[src/rtl/writeback_arbiter.sv]
// rtl/writeback_arbiter.sv - per-source result FIFOs merged round-robin onto one register-file write port
module writeback_arbiter #(
    parameter int XLEN    = 32,
    parameter int ADDR_W  = 5,
    parameter int NUM_SRC = 2,
    parameter int DEPTH   = 2
) (
    input  logic                      clk,
    input  logic                      reset_n,
    input  logic                      flush,
    input  logic [NUM_SRC-1:0]        src_valid,
    output logic [NUM_SRC-1:0]        src_ready,
    input  logic [NUM_SRC*ADDR_W-1:0] src_addr,
    input  logic [NUM_SRC*XLEN-1:0]   src_data,
    output logic                      reg_wr_en,
    output logic [ADDR_W-1:0]         reg_wr_addr,
    output logic [XLEN-1:0]           reg_wr_data,
    output logic                      busy
);
    localparam int IDX_W = (NUM_SRC > 1) ? $clog2(NUM_SRC) : 1;
    localparam int PW    = $clog2(DEPTH);
    localparam int ENT_W = ADDR_W + XLEN;

    logic [NUM_SRC-1:0] w_empty;
    logic [NUM_SRC-1:0] w_full;
    logic [NUM_SRC-1:0] w_push;
    logic [NUM_SRC-1:0] w_pop;
    logic [ENT_W-1:0]   w_head [NUM_SRC];
    logic               w_grant_vld;
    logic [IDX_W-1:0]   w_grant;

    logic               r_wr_en;
    logic [ADDR_W-1:0]  r_wr_addr;
    logic [XLEN-1:0]    r_wr_data;
    logic [IDX_W-1:0]   r_rr_ptr;

    function automatic logic [IDX_W-1:0] wrap_idx(input int v);
        return (v >= NUM_SRC) ? IDX_W'(v - NUM_SRC) : IDX_W'(v);
    endfunction

    for (genvar g = 0; g < NUM_SRC; g++) begin : g_src
        logic [ENT_W-1:0] r_mem [DEPTH];
        logic [PW:0]      r_wptr;
        logic [PW:0]      r_rptr;

        // Pointers carry one extra wrap bit so equal indices mean full when the wrap bits differ
        assign w_empty[g] = (r_wptr == r_rptr);
        assign w_full[g]  = (r_wptr[PW] != r_rptr[PW]) && (r_wptr[PW-1:0] == r_rptr[PW-1:0]);
        assign w_head[g]  = r_mem[r_rptr[PW-1:0]];

        // Results for x0 are acknowledged but never enter the queue
        assign w_push[g] = src_valid[g] && !w_full[g] && !flush &&
                           (src_addr[g*ADDR_W +: ADDR_W] != '0);
        assign w_pop[g]  = w_grant_vld && (w_grant == IDX_W'(g)) && !flush;

        always_ff @(posedge clk or negedge reset_n) begin
            if (!reset_n) begin
                r_wptr <= '0;
                r_rptr <= '0;
            end else if (flush) begin
                r_wptr <= '0;
                r_rptr <= '0;
            end else begin
                if (w_push[g]) r_wptr <= r_wptr + 1'b1;
                if (w_pop[g])  r_rptr <= r_rptr + 1'b1;
            end
        end

        always_ff @(posedge clk) begin
            if (w_push[g]) begin
                r_mem[r_wptr[PW-1:0]] <= {src_addr[g*ADDR_W +: ADDR_W], src_data[g*XLEN +: XLEN]};
            end
        end
    end

    // Scan from the highest offset down so the source nearest rr_ptr is the last to win
    always_comb begin
        w_grant_vld = 1'b0;
        w_grant     = '0;
        for (int k = NUM_SRC - 1; k >= 0; k--) begin
            if (!w_empty[wrap_idx(int'(r_rr_ptr) + k)]) begin
                w_grant_vld = 1'b1;
                w_grant     = wrap_idx(int'(r_rr_ptr) + k);
            end
        end
    end

    always_ff @(posedge clk or negedge reset_n) begin
        if (!reset_n) begin
            r_wr_en   <= 1'b0;
            r_wr_addr <= '0;
            r_wr_data <= '0;
            r_rr_ptr  <= '0;
        end else if (flush) begin
            r_wr_en  <= 1'b0;
            r_rr_ptr <= '0;
        end else if (w_grant_vld) begin
            r_wr_en                <= 1'b1;
            {r_wr_addr, r_wr_data} <= w_head[w_grant];
            r_rr_ptr               <= wrap_idx(int'(w_grant) + 1);
        end else begin
            r_wr_en <= 1'b0;
        end
    end

    assign src_ready   = ~w_full;
    assign reg_wr_en   = r_wr_en;
    assign reg_wr_addr = r_wr_addr;
    assign reg_wr_data = r_wr_data;
    assign busy        = (|(~w_empty)) | r_wr_en;
endmodule

[config.mk]
export PLATFORM = sky130hd
export DESIGN_NAME = writeback_arbiter
export DESIGN_NICKNAME = d
export VERILOG_FILES = /design/src/rtl/writeback_arbiter.sv
export SDC_FILE = /design/constraint.sdc
export NUM_CORES = 1
export LEC_CHECK = 0
export ABC_CLOCK_PERIOD_IN_PS = 6900
export CAP_MARGIN = 10
export CORE_UTILIZATION = 50
export DETAILED_ROUTE_END_ITERATION = 7
export GPL_TIMING_DRIVEN = 0
export HOLD_SLACK_MARGIN = 0.06
export PLACE_DENSITY = 0.77
export SLEW_MARGIN = 20
export SYNTH_ARGS = -nofsm -noshare
export SYNTH_HDL_FRONTEND = slang
export SYNTH_SLANG_ARGS = --single-unit
[constraint.sdc]
create_clock -name clk -period 6.9 [get_ports clk]
set_input_delay 0.69 -clock clk [delete_from_list [all_inputs] [get_ports clk]]
set_output_delay 0.69 -clock clk [all_outputs]
set_load 0.005 [all_outputs]
==> flow_metrics.env <==
export IMPL_netlist_area_sq_mm=0.007585
export IMPL_path_cells="buf_2 > xor2_1 > nor2_1 > clkbuf_1 > nand3b_1 > clkdlybuf4s50_1"
export IMPL_io_pins=120
export IMPL_drv_slew=0
export IMPL_viasPerCell=5.741
export IMPL_grt_pass1_wl_um=26680
export IMPL_wl_per_cell_um=20.44
export IMPL_postCtsSetupRepairBufs=0
export IMPL_root_buffer="clkbuf_16"
export IMPL_cts_tree="built"
export IMPL_cts_buffer_depth=2
export IMPL_ys_warn_count=0
export IMPL_place_area_sq_mm=0.009165
export IMPL_leakagePower_nw=3.363
export IMPL_fp_row_count=44
export IMPL_crit_cells=6
export IMPL_clk_pin_slew_worst_paths_ns=0.07
export IMPL_period_minus_slack_ns=3.325
export IMPL_rsz0062_at_grt="no"
export IMPL_yosysSeqAreaShare_pct=74.10
export IMPL_outcome="finished with violations"
export IMPL_synthTopCellsByArea="edfxtp_1 (59%), dfrtp_1 (16%), mux2_2 (5.9%)"
export IMPL_diodes=0
export IMPL_powerDensity_mw_per_mm2=397.0
export IMPL_cp_end_kind="output pin"
export IMPL_drt_total_wl_um=16760
export IMPL_antenna_found_initial=0
export IMPL_r2r_end="g_src[0].r_mem[0][20]$_DFFE_PP_"
export IMPL_ant_nets=0
export IMPL_worstSetupPathType="reg -> out"
export IMPL_fin_nets=702
export IMPL_synth_distinct_cells=30
export IMPL_layout_drive_gt1_share_pct=16.82
export IMPL_path_delay_family="buffers and inverters"
export IMPL_start_kind="register"
export IMPL_die_y_um=125.2
export IMPL_finalSetupViolCount=0
export IMPL_synth_nets=547
export IMPL_synthCells=468
export IMPL_worst_setup_path_startpoint="g_src[1].r_rptr[0]$_DFFE_PN0P_"
export IMPL_slew_headroom_pct=43.06
export IMPL_worst_hold_slack_ns=0.3028
export IMPL_vias=4708
export IMPL_hpwlAfterDp_um=11510
export IMPL_dieArea_sq_mm=0.01567
export IMPL_fin_area_sq_mm=0.009757
export IMPL_ys_seq_elements=195
export IMPL_rr_startpoint="g_src[0].r_rptr[0]$_DFFE_PN0P_"
export IMPL_route_detailed_drc=14
export IMPL_violations="design-rule violations"
export IMPL_synth_top_cell_area_share_pct=58.59
export IMPL_grt_pass1_vias=4964
export IMPL_die_x_um=125.2
export IMPL_final_common_cell="edfxtp_1"
export IMPL_worst_pin_slew_ns=0.8542
export IMPL_gp_congestion=0.7843
export IMPL_drtIter0Drc=295
export IMPL_layout_common_cells="edfxtp_1 (148), clkdlybuf4s50_1 (117), dfrtp_1 (47)"
export IMPL_start_util_pct=51.79
export IMPL_hold_class="in -> async"
export IMPL_cp_slowest_stage_delay_ns=0.49
export IMPL_fin_worst_skew_ns=0.006095
export IMPL_core_area_sq_mm=0.01464
export IMPL_cp_arrival_ns=2.64
export IMPL_port_buffers=118
export IMPL_reg2reg_depth=8
export IMPL_critPathMaxFanout=10
export IMPL_track_usage_pct=23.00
export IMPL_syn_avg_cell_area_sq_um=16.21
export IMPL_holdBufCountCts=0
export IMPL_area_growth_pct=28.64
export IMPL_cp_data_required_time_ns=6.21
export IMPL_drtPass1Iterations=6
export IMPL_crit_buf_inv=3
export IMPL_cts_made_buffers=17
export IMPL_period_share_pct=48.19
export IMPL_hold_viol=0
export IMPL_grt_max_degree=48
export IMPL_r2r_slack_ns=4.22
export IMPL_clock_sinks=195
export IMPL_peakVddDrop_uv=220.7
export IMPL_htreeDepth=4
export IMPL_critPathSlowestCell="clkbuf_1"
export IMPL_max_cap_viol_count=0
export IMPL_clock_fmax_mhz=300.7
export IMPL_gr_total_overflow=0
export IMPL_cts_resized=0
export IMPL_clk_latency_ns=0.43
export IMPL_synth_top_cell_by_area="edfxtp_1"
area by class of cell:
cell class	instances	area, sq um
buffer	31	152.6
clock buffer	19	432.9
clock inverter	13	158.9
fill	1023	4887
inverter	4	15.01
multi-input combinational	238	1818
sequential	195	5620
tap	184	230.2
timing repair buffer	136	1329
state kept, by name (all words and copies together) (netlist names):
register	count
g_src.r_mem	148
g_src.r_rptr	4
g_src.r_wptr	4
r_rr_ptr	1
reg_wr_en	1
reg_wr_data	32
reg_wr_addr	5
metal layers:
metal	track usage, %	up-vias	share of wire, %
met2	38.88	171	52
li1	-	2127	-
met5	0	-	0
met1	28.92	2385	41
met3	5.605	25	5.1
met4	8.465	0	1.8
through the flow:
stage	setup slack, ns	power [W]	utilization, %	std cells	setup TNS (ns)
after detailed placement	3.584	0.002897	62.59	788	0
after floorplan	1.649	0.002323	-	468	0
final	3.575	0.003874	66.63	820	0
after global placement	-0.8426	0.002836	61.43	770	-31.07
after CTS	3.583	0.003892	66.63	820	0
after global routing	3.378	0.004064	66.63	820	0
report_power, final:
part	switching [W]	leakage (nW)	total (W)	internal, W
combinational	0.000692	1.19	0.00129	0.000603
clock	0.000421	0.284	0.000991	0.000570
sequential	0.000106	1.89	0.00159	0.00148
total	0.00122	3.36	0.00387	0.00265
synth_stat cells:
library cell,number
o22ai_1,2
o41a_1,1
nand2b_1,1
xor2_1,4
xnor2_1,3
edfxtp_1,148
or2_4,1
or3_1,2
nand3b_1,1
inv_1,4
buf_2,8
clkbuf_1,19
o21ai_0,2
dfrtp_1,47
nor3b_1,1
a211oi_1,38
o31ai_1,1
a211oi_4,1
a21oi_1,6
or4_1,3
o211ai_1,1
nor4_1,38
buf_6,3
nor2b_1,2
nand2_1,4
mux2i_1,39
mux2_2,40
nor3_1,3
nor2_1,44
buf_4,1
how the worst max path moves through the flow:
stage,end,slack [ns]
after floorplan,g_src[0].r_mem[0][0]$_DFFE_PP_,1.65
after global placement,g_src[0].r_mem[0][15]$_DFFE_PP_,-0.84
after detailed placement,g_src[0].r_mem[0][20]$_DFFE_PP_,3.58
after CTS,busy,3.58
after global routing,busy,3.38
final,busy,3.57
logic make-up (layout without fill, tap and decap cells):
group	count (synthesis)	count (layout)	share of synthesized area, %
flip-flops	195	195	74.10
XOR/XNOR	7	7	0.8083
AND/OR/NAND/NOR	100	100	6.730
AO/OA/AOI/OAI	52	52	5.064
buffers and inverters	35	203	2.210
multiplexers	79	79	11.09
(Power assumes the default switching activity.)
